File: config.mk
export PLATFORM = sky130hd
export DESIGN_NAME = div_seq_addsub_flat
export DESIGN_NICKNAME = d
export VERILOG_FILES = /design/src/rtl/div_seq_addsub_if.sv /design/src/rtl/div_seq_addsub.sv /design/src/flat_wrapper.sv
export SDC_FILE = /design/constraint.sdc
export NUM_CORES = 1
export LEC_CHECK = 0
export ABC_CLOCK_PERIOD_IN_PS = 5400
export BUFFER_PORTS_ARGS = -buffer_cell sky130_fd_sc_hd__buf_2
export CELL_PAD_IN_SITES_DETAIL_PLACEMENT = 0
export CELL_PAD_IN_SITES_GLOBAL_PLACEMENT = 1
export CORE_UTILIZATION = 43
export DETAILED_ROUTE_END_ITERATION = 10
export PLACE_DENSITY_LB_ADDON = 0.1
export SLEW_MARGIN = 30
export SYNTH_ARGS = -nofsm -noshare
export SYNTH_HDL_FRONTEND = slang
export SYNTH_SLANG_ARGS = --single-unit
File: constraint.sdc
create_clock -name clk -period 5.4 [get_ports clk]
set_input_delay 0 -clock clk [delete_from_list [all_inputs] [get_ports clk]]
set_output_delay 0 -clock clk [all_outputs]
set_load 0.005 [all_outputs]
File: src/rtl/div_seq_addsub_if.sv
`default_nettype none
// ============================================================================
// Module      : div_seq_addsub_if
// Description : Pipeline handshake and shared add/sub port group of the
//               sequential RV32M divider.
// Revision    : 1.0 - initial release
// ============================================================================
interface div_seq_addsub_if #(
    parameter int XLEN = 32
);
    logic            start;
    logic [1:0]      op;
    logic [XLEN-1:0] dividend;
    logic [XLEN-1:0] divisor;
    logic            busy;
    logic            done;
    logic [XLEN-1:0] result;
    logic [XLEN-1:0] add_a;
    logic [XLEN-1:0] add_b;
    logic            add_sub;
    logic [XLEN-1:0] add_out;

    // Pipeline / adder side
    modport master (
        output start, op, dividend, divisor, add_out,
        input  busy, done, result, add_a, add_b, add_sub
    );

    // Divider side
    modport slave (
        input  start, op, dividend, divisor, add_out,
        output busy, done, result, add_a, add_b, add_sub
    );
endinterface
`default_nettype wire

File: src/rtl/div_seq_addsub.sv
`default_nettype none
// ============================================================================
// Module      : div_seq_addsub
// Description : Radix-2 restoring RV32M divider (DIV/DIVU/REM/REMU) that
//               borrows the shared EX-stage add/sub block every cycle.
// Revision    : 1.0 - initial release
// ============================================================================
module div_seq_addsub #(
    parameter int XLEN = 32
) (
    input  wire                clk,
    input  wire                rst,
    div_seq_addsub_if.slave    bus
);
    localparam int c_cnt_w = $clog2(XLEN);
    localparam logic [c_cnt_w-1:0] c_last = c_cnt_w'(XLEN - 1);

    typedef enum logic [1:0] {
        S_IDLE = 2'd0,
        S_RUN  = 2'd1,
        S_FIX  = 2'd2,
        S_DONE = 2'd3
    } state_t;

    state_t              r_state;
    state_t              w_state_nxt;
    logic [XLEN-1:0]     r_quo;
    logic [XLEN-1:0]     r_rem;
    logic [XLEN-1:0]     r_dvsr;
    logic [XLEN-1:0]     r_result;
    logic [c_cnt_w-1:0]  r_cnt;
    logic [1:0]          r_op;
    logic                r_neg_a;
    logic                r_neg_b;

    logic                w_in_neg_a;
    logic                w_in_neg_b;
    logic [XLEN-1:0]     w_abs_a;
    logic [XLEN-1:0]     w_abs_b;
    logic                w_div_zero;
    logic [XLEN-1:0]     w_run_a;
    logic                w_ge;
    logic [XLEN-1:0]     w_sel;
    logic                w_negate;
    logic [XLEN-1:0]     w_add_a;
    logic [XLEN-1:0]     w_add_b;
    logic                w_add_sub;

    // Operand magnitudes are formed in fabric; the shared adder is only used
    // for the iteration subtract and the final sign fix-up.
    assign w_in_neg_a = ~bus.op[0] & bus.dividend[XLEN-1];
    assign w_in_neg_b = ~bus.op[0] & bus.divisor[XLEN-1];
    assign w_abs_a    = w_in_neg_a ? -bus.dividend : bus.dividend;
    assign w_abs_b    = w_in_neg_b ? -bus.divisor  : bus.divisor;
    assign w_div_zero = (bus.divisor == '0);

    // r_rem[XLEN-1] is the bit shifted out of the partial remainder, i.e. its
    // bit XLEN; when set the subtract always fits and the wrapped sum is exact.
    assign w_run_a  = {r_rem[XLEN-2:0], r_quo[XLEN-1]};
    assign w_ge     = r_rem[XLEN-1] | (w_run_a >= r_dvsr);
    assign w_sel    = r_op[1] ? r_rem   : r_quo;
    assign w_negate = r_op[1] ? r_neg_a : (r_neg_a ^ r_neg_b);

    always_comb begin
        w_state_nxt = r_state;
        w_add_a     = '0;
        w_add_b     = '0;
        w_add_sub   = 1'b0;
        unique case (r_state)
            S_IDLE: begin
                if (bus.start) begin
                    w_state_nxt = w_div_zero ? S_DONE : S_RUN;
                end
            end
            S_RUN: begin
                w_add_a   = w_run_a;
                w_add_b   = r_dvsr;
                w_add_sub = 1'b1;
                if (r_cnt == c_last) begin
                    w_state_nxt = S_FIX;
                end
            end
            S_FIX: begin
                w_add_b     = w_sel;
                w_add_sub   = 1'b1;
                w_state_nxt = S_DONE;
            end
            S_DONE: begin
                w_state_nxt = S_IDLE;
            end
            default: begin
                w_state_nxt = S_IDLE;
            end
        endcase
    end

    always_ff @(posedge clk) begin
        if (rst) begin
            r_state  <= S_IDLE;
            r_quo    <= '0;
            r_rem    <= '0;
            r_dvsr   <= '0;
            r_result <= '0;
            r_cnt    <= '0;
            r_op     <= '0;
            r_neg_a  <= 1'b0;
            r_neg_b  <= 1'b0;
        end else begin
            r_state <= w_state_nxt;
            unique case (r_state)
                S_IDLE: begin
                    if (bus.start) begin
                        r_op    <= bus.op;
                        r_neg_a <= w_in_neg_a;
                        r_neg_b <= w_in_neg_b;
                        r_quo   <= w_abs_a;
                        r_rem   <= '0;
                        r_dvsr  <= w_abs_b;
                        r_cnt   <= '0;
                        if (w_div_zero) begin
                            r_result <= bus.op[1] ? bus.dividend : '1;
                        end
                    end
                end
                S_RUN: begin
                    r_rem <= w_ge ? bus.add_out : w_run_a;
                    r_quo <= {r_quo[XLEN-2:0], w_ge};
                    r_cnt <= r_cnt + 1'b1;
                end
                S_FIX: begin
                    r_result <= w_negate ? bus.add_out : w_sel;
                end
                default: begin
                end
            endcase
        end
    end

    assign bus.busy    = (r_state != S_IDLE);
    assign bus.done    = (r_state == S_DONE);
    assign bus.result  = r_result;
    assign bus.add_a   = w_add_a;
    assign bus.add_b   = w_add_b;
    assign bus.add_sub = w_add_sub;
endmodule
`default_nettype wire

File: src/flat_wrapper.sv
// flat-port wrapper written by rule: the top's interface ports become plain ports
module div_seq_addsub_flat 
#(
    parameter int XLEN = 32
)
  (clk, rst, bus_start, bus_op, bus_dividend, bus_divisor, bus_add_out, bus_busy, bus_done, bus_result, bus_add_a, bus_add_b, bus_add_sub);
  div_seq_addsub_if #(.XLEN(XLEN)) bus_i ();
  input  wire clk;
  input  wire rst;
  input wire logic [$bits(bus_i.start)-1:0] bus_start;
  input wire logic [$bits(bus_i.op)-1:0] bus_op;
  input wire logic [$bits(bus_i.dividend)-1:0] bus_dividend;
  input wire logic [$bits(bus_i.divisor)-1:0] bus_divisor;
  input wire logic [$bits(bus_i.add_out)-1:0] bus_add_out;
  output wire logic [$bits(bus_i.busy)-1:0] bus_busy;
  output wire logic [$bits(bus_i.done)-1:0] bus_done;
  output wire logic [$bits(bus_i.result)-1:0] bus_result;
  output wire logic [$bits(bus_i.add_a)-1:0] bus_add_a;
  output wire logic [$bits(bus_i.add_b)-1:0] bus_add_b;
  output wire logic [$bits(bus_i.add_sub)-1:0] bus_add_sub;
  assign bus_i.start = bus_start;
  assign bus_i.op = bus_op;
  assign bus_i.dividend = bus_dividend;
  assign bus_i.divisor = bus_divisor;
  assign bus_i.add_out = bus_add_out;
  assign bus_busy = bus_i.busy;
  assign bus_done = bus_i.done;
  assign bus_result = bus_i.result;
  assign bus_add_a = bus_i.add_a;
  assign bus_add_b = bus_i.add_b;
  assign bus_add_sub = bus_i.add_sub;
  div_seq_addsub #(.XLEN(XLEN)) u_core (.clk(clk), .rst(rst), .bus(bus_i));
endmodule
==> results.yml, run 1 <==
outcome:
  status: "finished clean"
floorplanning:
  row_count: 53
  ios: 200
  initial_utilization_pct: 43.94
  fp.dieH_um: 148.8
  core_area_mm2: 0.02109
  dieArea_mm2: 0.02214
  die_w_um: 148.8
logic_synthesis:
  ys_top_cells_by_area: "dfxtp_1, nand2_1, ha_1"
  ys_ff_latch: 138
  syn_inst: 1199
  synth_warnings: 0
  synth_area_mm2: 0.009265
  yosysSeqAreaShare_pct: 29.82
  synthArstFlopShare_pct: 0
  synth-edff-count: 0
  synth_top_flop_cell: "dfxtp_1"
  synthDistinctLibCells: 53
  postSynthAreaPerCell_um2: 7.727
  syn_nets: 1340
  synth_top_cell_area_share_pct: 29.82
  yosysTopAreaCell: "dfxtp_1"
worst_setup_path:
  critPathSlowestCell: "o21ai_0"
  critical-path-max-stage-delay_ns: 0.66
  critPathKind: "flip-flop to flip-flop"
  crit_path_cell_trace: "inv_1, ha_2, buf_4, clkinv_1, o21ai_0, nor2_2, buf_4, a32oi_1, nand3_1"
  critical_path.max_fanout: 69
  start_kind: "flip-flop"
  r2r_slack_ns: 2.17
  crit_top_cell: "buf_4"
  critical_path_buf_inv_count: 4
  worstSetupStartpoint: "u_core.r_state[1]"
  worstPathArrival_ns: 3.53
  r2r-start: "u_core.r_state[1]"
  crit_family: "buffers and inverters"
  required_ns: 5.71
  cp-end-kind: "flip-flop"
clocking:
  worstSkewPairLatency_ns: 0.43
  cts_tree: "built"
  clockBufferDepth: 2
  cts_setup_buffers: 0
  cts_resized: 0
  postCtsHoldBufs: 62
  clk_pin_slew_ns: 0.06
  ctsRootBufferMaster: "clkbuf_16"
  cts_sinks: 138
  cts_buffers: 17
  htreeDepth: 4
finish:
  final_nets: 1538
  drive_gt1_share_pct: 21.36
  finalInstanceArea_mm2: 0.01168
  final_common_cell: "buf_2"
  final_cell_mix: "buf_2, dfxtp_1, nand2_1"
  finalNonFillerCells: 1684
  num_antenna_cells: 0
  area_delta_synth_final_pct: 26.04
power_and_ir_drop:
  p_leak_nw: 4.730
  peakVddDrop_v: 0.0003607
  power.density_mw_per_mm2: 372.4
drt:
  drc: 0
  avgViaCountPerCell: 5.939
  wl_per_cell_um: 19.91
  drt_wl_total_mm: 33.52
  firstDrtPassIters: 8
  drt-initial-drc-count: 835
  vias: 10000
  ant_nets: 0
global_routing:
  first_global_vias: 9271
  grt_pass1_wl_mm: 51.76
  grt_overflow_total: 0
  antenna_found_initial: 0
  grt_max_degree: 72
  track_usage_pct: 30.16
sta:
  skew_ns: 0.01089
  rsz0062_at_grt: "false"
  tns_ns: 0
  fin_crit_sh_pct: 59.73
  setup_viol: 0
  worst_slew_pin_slew_ns: 0.8976
  relSlewSlack_pct: 39.61
  fmax_ghz: 0.3100
  finalHoldViolCount: 0
  holdWs_ns: 0.006642
  fin_crit_ns: 3.226
  slew_violations: 0
flow_run:
  max_cap_violations: 0
placement:
  hpwl_mm: 23.38
  dp.cells: 1591
  placed_area_mm2: 0.01041
  place.port_buffers: 199
  globalplace.congestion: 0.8670
min_path:
  hold_start: "bus_dividend[22]"
  hold_path_class: "primary input to flip-flop"
[cells in the mapped netlist, types with 7 or more instances]
master,n
nor2_1,116
nor3_1,19
clkbuf_1,91
ha_1,40
nand4_1,37
nand2_1,135
a32oi_1,31
a22oi_1,37
a222oi_1,25
xnor2_1,21
or3_1,12
o31ai_1,8
buf_1,7
inv_1,46
a21oi_1,75
a211oi_1,24
nand3_1,66
a31oi_1,7
xor2_1,38
dfxtp_1,138
o21ai_0,28
and2_1,33
nor2b_1,37
nor4_1,7
a311o_1,32
mux2_2,31
[worst paths after layout]
check,cells after the start,endpoint
min reg2reg,2,u_core.bus.result[16]
max reg2reg,9,u_core.r_rem[12]
max,9,u_core.r_rem[12]
min,4,u_core.bus.result[22]
[registers in the layout, summed over array words and instances, names as in the netlist]
name / count
u_core.r_dvsr: 32
u_core.r_cnt: 5
u_core.r_state: 2
u_core.bus.result: 32
u_core.r_rem: 32
u_core.r_quo: 32
u_core.r_neg_b: 1
u_core.r_neg_a: 1
u_core.r_op: 1
[worst min-delay path: stages]
cell and delay (ns):
buf_2 0.13, nor2_1 0.10, a311o_1 0.11, a21oi_1 0.06
[metrics by stage]
stage	worst slack [ns]	util (%)	total power, mW
finish	2.174	55.38	4.349
detailed placement	2.185	49.35	3.024
global route	1.772	55.38	4.594
floorplan	3.059	-	2.451
global placement	2.311	49.30	3.015
CTS	2.176	55.29	4.338
[cell families after synthesis]
kind of cell               share of synthesized area [%]
and+or+nand+nor                                    25.28
xor gates and xnor gates                           5.577
DFF                                                29.82
buffers and inverters                              6.239
adders and majority gates                          5.402
AOI/OAI and AO/OA                                  23.92
muxes                                              3.768
[layout make-up]
cell class	instances	area [um^2]
fill	2070	9410
multi-input combinational	913	6001
sequential	138	2763
timing repair buffer	280	1762
clock buffer	19	432.9
tap	275	344.1
clock inverter	12	198.9
inverter	47	176.4
[metal layers]
metal | track usage, % | part of all wire [%] | up-vias
met3 | 3.272 | 6.2 | 53
met5 | 0 | 0 | -
li1 | - | - | 4818
met4 | 10.26 | 2.3 | 0
met1 | 41.90 | 45 | 4743
met2 | 48.46 | 46 | 387
[power breakdown]
group,switching [mW],internal (mW)
Clock,0.466,0.816
Sequential,0.193,1.22
Combinational,1.03,0.616
Power figures use the tool's default switching activity.
==> run 2: changes to the inputs <==
--- a/config.mk
+++ b/config.mk
@@ -5,11 +5,12 @@
 export SDC_FILE = /design/constraint.sdc
 export NUM_CORES = 1
 export LEC_CHECK = 0
-export ABC_CLOCK_PERIOD_IN_PS = 5400
+export ABC_AREA = 1
+export ABC_CLOCK_PERIOD_IN_PS = 2850
 export BUFFER_PORTS_ARGS = -buffer_cell sky130_fd_sc_hd__buf_2
 export CELL_PAD_IN_SITES_DETAIL_PLACEMENT = 0
 export CELL_PAD_IN_SITES_GLOBAL_PLACEMENT = 1
-export CORE_UTILIZATION = 43
+export CORE_UTILIZATION = 35
 export DETAILED_ROUTE_END_ITERATION = 10
 export PLACE_DENSITY_LB_ADDON = 0.1
 export SLEW_MARGIN = 30
==> constraint.sdc (replaced) <==
create_clock -name clk -period 2.85 [get_ports clk]
set_input_delay 0 -clock clk [delete_from_list [all_inputs] [get_ports clk]]
set_output_delay 0 -clock clk [all_outputs]
set_load 0.005 [all_outputs]
==> run 2 against run 1 <==
  * Via count increased by 18%
  * Non-clock buffer count rose by 37
  * Die area up 33%
  * Register-to-register slack worse by 2.0 ns
  * Fmax up 21%
  * Synthesized area is 8.3% higher
  * Routed wire length increased by 19%
  * Utilization down 9.4 points
  * Final cell count increased by 36%
  * Cell area increased by 10%
  * Critical endpoint is now u_core.r_rem[30]
  * Largest power group unchanged
==> results.yml, run 2 <==
sta:
  fin_crit_sh_pct: 93.81
  setup_viol: 0
  fmax_ghz: 0.3740
  relSlewSlack_pct: 36.84
  holdWs_ns: 0.005176
  tns_ns: 0
  fin_crit_ns: 2.674
  slew_violations: 0
  rsz0062_at_grt: "false"
  skew_ns: 0.01312
  worst_slew_pin_slew_ns: 0.9475
  finalHoldViolCount: 0
logic_synthesis:
  postSynthAreaPerCell_um2: 6.084
  syn_inst: 1649
  yosysSeqAreaShare_pct: 27.54
  syn_nets: 1790
  ys_top_cells_by_area: "dfxtp_1, nand2_1, inv_1"
  synthArstFlopShare_pct: 0
  ys_top_cells_by_count: "nand2_1, inv_1, a21oi_1"
  synth_top_flop_cell: "dfxtp_1"
  ys_ff_latch: 138
  yosysTopAreaCell: "dfxtp_1"
  synthDistinctLibCells: 45
  synth_top_cell_area_share_pct: 27.54
  synth_warnings: 0
  synth_most_common_cell: "nand2_1"
  synth_area_mm2: 0.01003
  synth-edff-count: 0
drt:
  avgViaCountPerCell: 5.153
  drt-initial-drc-count: 897
  highest_layer: "met4"
  drc: 0
  drt_wl_total_mm: 39.85
  wl_per_cell_um: 17.46
  wl_met1_mm: 17.24
  ant_nets: 0
  wl_met3_mm: 1.586
  wl_met2_mm: 19.89
  vias: 11760
  firstDrtPassIters: 7
floorplanning:
  row_count: 61
  die_w_um: 171.3
  core_area_mm2: 0.02801
  ios: 200
  initial_utilization_pct: 35.82
  dieArea_mm2: 0.02934
  fp.dieH_um: 171.3
power_and_ir_drop:
  power.density_mw_per_mm2: 691.4
  p_leak_nw: 5.950
  peakVddDrop_v: 0.0004681
outcome:
  status: "finished clean"
placement:
  dp.cells: 2164
  placed_area_mm2: 0.01137
  globalplace.congestion: 0.9014
  place.port_buffers: 199
  hpwl_mm: 29.58
finish:
  final_nets: 2031
  finalInstanceArea_mm2: 0.01287
  finalNonFillerCells: 2282
  drive_gt1_share_pct: 16.34
  final_cell_mix: "nand2_1, inv_1, buf_2"
  area_delta_synth_final_pct: 28.34
  final_common_cell: "nand2_1"
  fill_cells: 3076
  finish.utilization_pct: 45.96
flow_run:
  max_cap_violations: 0
global_routing:
  grt_pass1_wl_mm: 60.81
  grt_max_degree: 81
  track_usage_pct: 27.20
  antenna_found_initial: 0
  first_global_vias: 11120
  grt_overflow_total: 0
worst_setup_path:
  worstSetupStartpoint: "u_core.r_dvsr[31]"
  critPathKind: "flip-flop to flip-flop"
  start_kind: "flip-flop"
  r2r-start: "u_core.r_dvsr[31]"
  worstPathArrival_ns: 2.99
  crit_path_cell_trace: "inv_1, ha_1, a211o_1, nand3b_4, nor2_4, buf_6, nand3_1, nand3_1, a21oi_1, dlygate4sd3_1"
  critPathSlowestCell: "dlygate4sd3_1"
  crit_family: "buffers and inverters"
  critical_path_buf_inv_count: 3
  critical_path.max_fanout: 32
  required_ns: 3.17
  cp-end-kind: "flip-flop"
  critical-path-max-stage-delay_ns: 0.59
  crit_top_cell: "nand3_1"
clocking:
  clk_pin_slew_ns: 0.07
  cts_sinks: 138
  clockBufferDepth: 2
  ctsRootBufferMaster: "clkbuf_16"
  htreeDepth: 4
  cts_buffers: 17
  worstSkewPairLatency_ns: 0.44
  cts_tree: "built"
min_path:
  hold_path_class: "primary input to flip-flop"
  hold_start: "bus_dividend[12]"
run 2: changes by cell type in the layout (fill, tap and decap cells not counted), sizes merged, moves of 31 or more:
cell and delta:
a311o -32, nand3 +89, mux2 -31, inv +199
nor2b -37, a22oi -37, nand2 +356, nor2 -36
o21ai +65, a21oi +86, and2 -33
run 2: cell type report:
cell class	instances	area, um^2	area share [%]
Multi-Input combinational cell	1172	5953	46.24
Sequential cell	138	2763	21.46
Timing Repair Buffer	317	2157	16.75
Inverter	244	915.9	7.114
Tap cell	378	473.0	3.673
Clock buffer	18	439.2	3.411
Clock inverter	14	171.4	1.331
Antenna cell	1	2.502	0.01944
run 2: metal layers:
layer  vias up  track usage, %
li1       5858               -
met3        65           3.221
met5         -               0
met1      5501           33.69
met2       336           48.09
met4         0           10.02
run 2: worst paths after layout:
path / to / slack (ns) / cells past startpoint
max: u_core.r_rem[30] / 0.18 / 10
min: u_core.r_quo[12] / 0.005 / 4
max reg2reg: u_core.r_rem[30] / 0.18 / 10
min reg2reg: u_core.bus.result[22] / 0.46 / 2
run 2: tightest hold or removal path, stage by stage:
cell	delay [ns]
buf_2	0.12
nand3_1	0.08
a31oi_1	0.09
nor2_1	0.11
run 2: metrics by stage:
step / power [mW] / worst slack, ns
2_1_floorplan: 5.116 / 1.008
3_3_place_gp: 6.434 / 0.5138
3_5_place_dp: 6.443 / 0.5153
4_1_cts: 8.911 / 0.03398
5_1_grt: 9.559 / 0.02725
6_report: 8.901 / 0.1763
run 2: logic make-up after synthesis:
family	count (synthesis)	share of synthesized area, %
AND/OR/NAND/NOR	768	32.86
XOR/XNOR	20	1.746
AO/OA/AOI/OAI	344	19.46
adder cells (fa/ha/maj)	40	4.989
flip-flops	138	27.54
buffers and inverters	339	13.41
run 2: what timing repair did:
item                                   CTS  global route
setup buffers                            0             0
endpoints found under the hold margin   84             0
hold buffers                            84             0
setup endpoints to repair                0             1
resized for setup                        0             8
run 2: power breakdown:
group	total, mW	internal [mW]	switching, mW
Clock	2.36	1.40	0.959
Sequential	2.56	2.30	0.261
Combinational	3.98	1.28	2.70
